[src/rtl/seq110_pkg.sv]
// Shared encodings for the "110" detector core and its stream controller.
package seq110_pkg;

  // Moore detector states: S1 = saw "1", S2 = saw "11", S3 = just completed "110".
  typedef enum logic [1:0] {
    S0 = 2'b00,
    S1 = 2'b01,
    S2 = 2'b10,
    S3 = 2'b11
  } det_state_e;

  // Controller states.
  typedef enum logic [1:0] {
    IDLE  = 2'd0,
    SHIFT = 2'd1,
    DONE  = 2'd2
  } ctrl_state_e;

endpackage

[src/rtl/seq110_stream_ctrl_if.sv]
// Word-in / count-out handshake bundle for seq110_stream_ctrl.
// master = producer+consumer side, slave = the controller.
interface seq110_stream_ctrl_if #(
  parameter int WIDTH = 8,
  parameter int CNT_W = $clog2(WIDTH + 1)
);
  logic             in_valid;
  logic [WIDTH-1:0] in_data;
  logic             in_cont;
  logic             in_ready;
  logic             out_valid;
  logic [CNT_W-1:0] out_count;
  logic             out_ready;

  modport master (
    output in_valid, in_data, in_cont, out_ready,
    input  in_ready, out_valid, out_count
  );

  modport slave (
    input  in_valid, in_data, in_cont, out_ready,
    output in_ready, out_valid, out_count
  );
endinterface

[src/rtl/seq110_core.sv]
// Moore "110" sequence detector. clr beats en; hit flags the bit that
// completes "110" (combinational, only meaningful while en is high).
module seq110_core
  import seq110_pkg::*;
(
  input  logic       clk,
  input  logic       reset,
  input  logic       clr,
  input  logic       en,
  input  logic       a,
  output logic [1:0] state,
  output logic       hit,
  output logic       w
);

  det_state_e state_q, state_d;

  // Next-state: synchronous clear first, otherwise advance on enabled bits.
  always_comb begin
    state_d = state_q;
    if (clr) begin
      state_d = S0;
    end else if (en) begin
      case (state_q)
        S0: state_d = a ? S1 : S0;
        S1: state_d = a ? S2 : S0;
        S2: state_d = a ? S2 : S3;
        S3: state_d = a ? S1 : S0;
        default: state_d = S0;
      endcase
    end
  end

  // State register.
  always_ff @(posedge clk) begin
    if (reset) state_q <= S0;
    else       state_q <= state_d;
  end

  assign state = state_q;
  assign hit   = en & (state_q == S2) & ~a;
  assign w     = (state_q == S3);

endmodule

[src/rtl/seq110_stream_ctrl.sv]
// Stream controller: accepts a word, feeds it MSB-first into the 110 detector
// one bit per clock, and returns the number of completions in that word.
module seq110_stream_ctrl
  import seq110_pkg::*;
#(
  parameter  int WIDTH = 8,
  localparam int CNT_W = $clog2(WIDTH + 1)
) (
  input  logic               clk,
  input  logic               reset,
  seq110_stream_ctrl_if.slave s,
  output logic               busy,
  output logic [1:0]         det_state
);

  ctrl_state_e      st_q, st_d;
  logic [WIDTH-1:0] shreg_q, shreg_d;
  logic [CNT_W-1:0] bitcnt_q, bitcnt_d;
  logic [CNT_W-1:0] count_q, count_d;

  logic core_clr, core_en, core_a, core_hit, core_w_unused;
  logic [1:0] core_state;

  // Core is only stepped while shifting; it sees the current MSB.
  assign core_en = (st_q == SHIFT);
  assign core_a  = shreg_q[WIDTH-1];

  seq110_core u_core (
    .clk   (clk),
    .reset (reset),
    .clr   (core_clr),
    .en    (core_en),
    .a     (core_a),
    .state (core_state),
    .hit   (core_hit),
    .w     (core_w_unused)
  );

  // Controller next-state and datapath updates.
  always_comb begin
    st_d     = st_q;
    shreg_d  = shreg_q;
    bitcnt_d = bitcnt_q;
    count_d  = count_q;
    core_clr = 1'b0;
    case (st_q)
      IDLE: begin
        if (s.in_valid) begin
          shreg_d  = s.in_data;
          bitcnt_d = CNT_W'(WIDTH - 1);
          count_d  = '0;
          core_clr = ~s.in_cont;
          st_d     = SHIFT;
        end
      end
      SHIFT: begin
        shreg_d = {shreg_q[WIDTH-2:0], 1'b0};
        if (core_hit) count_d = count_q + CNT_W'(1);
        if (bitcnt_q == '0) st_d = DONE;
        else                bitcnt_d = bitcnt_q - CNT_W'(1);
      end
      DONE: begin
        if (s.out_ready) st_d = IDLE;
      end
      default: st_d = IDLE;
    endcase
  end

  // Controller registers.
  always_ff @(posedge clk) begin
    if (reset) begin
      st_q     <= IDLE;
      shreg_q  <= '0;
      bitcnt_q <= '0;
      count_q  <= '0;
    end else begin
      st_q     <= st_d;
      shreg_q  <= shreg_d;
      bitcnt_q <= bitcnt_d;
      count_q  <= count_d;
    end
  end

  // in_ready is masked by reset so nothing is accepted during reset.
  assign s.in_ready  = (st_q == IDLE) & ~reset;
  assign s.out_valid = (st_q == DONE);
  assign s.out_count = (st_q == DONE) ? count_q : '0;
  assign busy        = (st_q != IDLE);
  assign det_state   = core_state;

endmodule
[src/flat_wrapper.sv]
// flat-port wrapper written by rule: the top's interface ports become plain ports
module seq110_stream_ctrl_flat import seq110_pkg::*;
#(
  parameter  int WIDTH = 8,
  localparam int CNT_W = $clog2(WIDTH + 1)
)
  (clk, reset, busy, det_state, s_in_valid, s_in_data, s_in_cont, s_out_ready, s_in_ready, s_out_valid, s_out_count);
  seq110_stream_ctrl_if #(.WIDTH(WIDTH)) s_i ();
  input  logic clk;
  input  logic reset;
  output logic busy;
  output logic [1:0] det_state;
  input wire logic [$bits(s_i.in_valid)-1:0] s_in_valid;
  input wire logic [$bits(s_i.in_data)-1:0] s_in_data;
  input wire logic [$bits(s_i.in_cont)-1:0] s_in_cont;
  input wire logic [$bits(s_i.out_ready)-1:0] s_out_ready;
  output wire logic [$bits(s_i.in_ready)-1:0] s_in_ready;
  output wire logic [$bits(s_i.out_valid)-1:0] s_out_valid;
  output wire logic [$bits(s_i.out_count)-1:0] s_out_count;
  assign s_i.in_valid = s_in_valid;
  assign s_i.in_data = s_in_data;
  assign s_i.in_cont = s_in_cont;
  assign s_i.out_ready = s_out_ready;
  assign s_in_ready = s_i.in_ready;
  assign s_out_valid = s_i.out_valid;
  assign s_out_count = s_i.out_count;
  seq110_stream_ctrl #(.WIDTH(WIDTH)) u_core (.clk(clk), .reset(reset), .s(s_i), .busy(busy), .det_state(det_state));
endmodule
[config.mk]
export PLATFORM = sky130hd
export DESIGN_NAME = seq110_stream_ctrl_flat
export DESIGN_NICKNAME = d
export VERILOG_FILES = /design/src/rtl/seq110_pkg.sv /design/src/rtl/seq110_stream_ctrl_if.sv /design/src/rtl/seq110_core.sv /design/src/rtl/seq110_stream_ctrl.sv /design/src/flat_wrapper.sv
export SDC_FILE = /design/constraint.sdc
export NUM_CORES = 1
export LEC_CHECK = 0
export CAP_MARGIN = 10
export CORE_MARGIN = 2
export CORE_UTILIZATION = 57
export CTS_BUF_LIST = sky130_fd_sc_hd__clkbuf_8
export CTS_CLUSTER_DIAMETER = 150
export DETAILED_ROUTE_END_ITERATION = 10
export GPL_TIMING_DRIVEN = 1
export PLACE_DENSITY = 0.91
export SYNTH_ARGS = -nofsm -noshare
export SYNTH_HDL_FRONTEND = slang
export SYNTH_SLANG_ARGS = --single-unit
[constraint.sdc]
create_clock -name clk -period 3.1 [get_ports clk]
set_input_delay 0.465 -clock clk [delete_from_list [all_inputs] [get_ports clk]]
set_output_delay 0.465 -clock clk [all_outputs]
set_load 0.05 [all_outputs]
==> metrics.md <==
| Metric | Value |
|---|---|
| Cts hold-fix bufs | `0` |
| CP Launch Point | `u_core.st_q[1]` |
| Num CTS Buffers | `3` |
| Slew HR | `0.6016` |
| Worst r2r src | `u_core.st_q[0]` |
| Fill cells | `149` |
| Maximum VDD drop | `0.4015 mV` |
| Final cycle utilization of the critical path | `0.8389` |
| Wire length on met1 | `1145 um` |
| Post-Synthesis Net Count | `157` |
| Placed Instances | `179` |
| Reg2Reg Setup Slack | `1.34 ns` |
| # diodes | `0` |
| Initial DRC count | `17` |
| Fmax | `0.3845 GHz` |
| Clk root buf | `clkbuf_8` |
| CTS H-tree lvls | `1` |
| Worst hold path type | `reg -> reg` |
| Mux contribution to synthesized area | `0.02682` |
| Rows | `16` |
| Layout cell share with drive strength beyond 1 | `0.1026` |
| RSZ-0062 raised after global routing | `no` |
| Compound-Gate Fraction of Synth Area | `0.2291` |
| Clock Pin Slew Worst Setup and Hold Paths | `0.07 ns` |
| Post-route DRC | `0` |
| Hpwl dp | `1741 um` |
| Skew-Pair Late Insertion Delay | `0.27 ns` |
| Vias in the first global route | `948` |
| Status | `finished clean` |
| Largest net degree at the start of global routing | `19` |
| Core area | `0.001902 mm^2` |
| Clk buf depth | `2` |
| Sequential area share after synthesis | `0.3575` |
| Final setup vio count | `0` |
| First-pass GRT wire length | `4360 um` |
| Fin worst setup slack | `0.4995 ns` |
| Critical Path RT | `2.63 ns` |
| Lkg Pwr | `0.5599 nW` |
| IO Pins | `22` |
| Avg Inst Size Synth | `7.999 um^2` |
| Total wire length | `2622 um` |
| Vert. Die Dim | `48.33 um` |
| Met2 Wirelength | `1333 um` |
| CP arrival | `2.14 ns` |
| Synthesized area | `0.001120 mm^2` |
| Port buffer count | `21` |
| CTS tree | `done` |
| Max-slew violations | `0` |
| Largest family of logic cells by synthesized area | `simple AND/OR/NAND/NOR gates` |
| Flops & latches, synth | `20` |
| Fin nets | `174` |
| Non-filler cells, final | `183` |
| Metal3 WL | `119 um` |
| Reg2reg end | `u_core.bitcnt_q[1]` |
| Kind of critical path | `reg -> out` |
| Area Growth Syn to Fin | `24.47%` |
| CP Capture Point | `s_out_count[2]` |
| Min Tclk post-route | `2.601 ns` |
| Place WS | `0.8109 ns` |
| Post-Synth Simple-Gate Area | `0.2447` |
| Synth Warn # | `0` |
| Setup Buffers After CTS | `0` |
| Crit. End Element | `output port` |
| Count of cell types in the netlist | `32` |
| Setup TNS | `0 ns` |
| # Max-Cap Violations | `0` |
| R2R cell count | `3` |
| Hold path depth | `2` |
| Pwr/cell area | `580.1 mW/mm^2` |
| Top layer in use | `met4` |
| Final Hold Vio Count | `0` |
| Startpoint types | `flip-flop` |
| Area share of fa/ha/maj cells after synthesis | `0.04469` |
| Initial antenna violation count | `0` |
| Vias per inst | `5.628` |
| Gr ovfl total | `0` |
| Worst-path fanout max | `12` |
| Initial core utilization | `0.5888` |
| Post_cts resized | `0` |
| Drt wl/cell | `14.33 um` |
| Chip Width | `48.33 um` |
| Clock skew | `0.004553 ns` |
| Gpl congestion | `0.8167` |
| Overall Global Routing Usage | `0.2389` |
| Worst-Margin Slew | `0.5963 ns` |
| Drt first pass iters | `6` |
| Vias | `1,030` |
| Die area | `0.002335 mm^2` |
| CTS Sinks | `20` |
| Remaining antenna violation count | `0` |
| Mapped Cells | `140` |
| Post-Synth XOR/XNOR Area | `0` |
## synthesized netlist by cell type
| cell | count | area share |
|---|---|---|
| a21oi_1 | 18 | 0.080 |
| or3_1 | 4 | 0.022 |
| nand4b_1 | 1 | 0.0078 |
| and3_1 | 2 | 0.011 |
| dfxtp_1 | 20 | 0.36 |
| a2bb2oi_1 | 1 | 0.0078 |
| or3b_2 | 1 | 0.0078 |
| ha_1 | 4 | 0.045 |
| a31oi_1 | 1 | 0.0056 |
| nor3b_1 | 2 | 0.013 |
| a311oi_1 | 2 | 0.016 |
| nor2_1 | 16 | 0.054 |
| a211oi_1 | 3 | 0.020 |
| o21ai_0 | 2 | 0.0089 |
| mux2i_1 | 3 | 0.027 |
| o21a_1 | 2 | 0.013 |
| buf_6 | 1 | 0.010 |
| inv_1 | 14 | 0.047 |
| o21bai_1 | 1 | 0.0067 |
| nor4bb_1 | 1 | 0.0089 |
| nand4bb_1 | 1 | 0.010 |
| or3b_1 | 1 | 0.0078 |
| clkbuf_1 | 4 | 0.013 |
| and2_1 | 4 | 0.022 |
| buf_2 | 6 | 0.027 |
| nand2b_1 | 1 | 0.0056 |
| or2_2 | 2 | 0.011 |
| nand3_1 | 5 | 0.022 |
| o221a_2 | 7 | 0.070 |
| nor2b_1 | 2 | 0.011 |
| nor3_1 | 2 | 0.0089 |
| nand2_1 | 6 | 0.020 |
## area by class of cell
class | count | area, um^2 | share of cell area
Inverter | 14 | 52.55 | 0.03770
Timing Repair Buffer | 23 | 225.2 | 0.1616
Multi-Input combinational cell | 95 | 610.6 | 0.4381
Clock buffer | 3 | 41.29 | 0.02962
Clock inverter | 1 | 30.03 | 0.02154
Tap cell | 27 | 33.78 | 0.02424
Sequential cell | 20 | 400.4 | 0.2873
## cells by family after synthesis
logic type / Yosys count
AOI/OAI and AO/OA: 37
adders and majority gates: 4
buffers and inverters: 25
DFF: 20
muxes: 3
and+or+nand+nor: 51
## flip-flops by register name (all words and copies together) (netlist names)
signal,count
u_core.count_q,4
u_core.u_core.state,2
u_core.shreg_q,8
u_core.bitcnt_q,4
u_core.st_q,2
## worst min-delay path by stage
stage | from | to | slack (ns)
5_1_grt | u_core.shreg_q[0] | u_core.shreg_q[0] | 0.51
6_report | u_core.shreg_q[0] | u_core.shreg_q[0] | 0.48
3_3_place_gp | u_core.count_q[3] | u_core.count_q[3] | 0.46
2_1_floorplan | u_core.shreg_q[0] | u_core.shreg_q[0] | 0.45
4_1_cts | u_core.shreg_q[0] | u_core.shreg_q[0] | 0.48
3_5_place_dp | u_core.shreg_q[0] | u_core.shreg_q[0] | 0.47
## through the flow
step / total power, W / util / cell area (um^2) / hold WS (ns)
after floorplan: 0.0004893 / - / 1120 / 0.4481
after global placement: 0.0005334 / 0.6954 / 1323 / 0.4599
after global routing: 0.0008480 / 0.7329 / 1394 / 0.5080
final: 0.0008085 / 0.7329 / 1394 / 0.4825
after CTS: 0.0008118 / 0.7329 / 1394 / 0.4816
after detailed placement: 0.0005460 / 0.6954 / 1323 / 0.4713
## worst max-delay path, cell delays in order (launching register included)
cell and delay, ns:
dfxtp_1 0.54, nor2b_1 0.35, and2_1 0.18, clkdlybuf4s50_1 0.79
## routing by layer
metal,global-route usage,vias up
met2,0.4259,26
met5,0,-
li1,-,520
met1,0.2722,479
met4,0.07619,0
met3,0.07407,5
## cell usage in the layout (no fill, tap or decap), drive strengths merged, types with 4 or more instances in the layout
| master | count |
|---|---|
| clkdlybuf4s50 | 21 |
| dfxtp | 20 |
| a21oi | 18 |
| nor2 | 16 |
| inv | 14 |
| o221a | 7 |
| nand2 | 6 |
| nand3 | 5 |
| and2 | 4 |
| or3 | 4 |
| ha | 4 |
## report_power, final
| group | total [W] | switching [W] | internal, W |
|---|---|---|---|
| registers | 0.000325 | 0.0000368 | 0.000288 |
| clock network | 0.000261 | 0.0000889 | 0.000173 |
| logic | 0.000222 | 0.000121 | 0.000101 |
No activity file was read; power rests on OpenSTA's default activity.
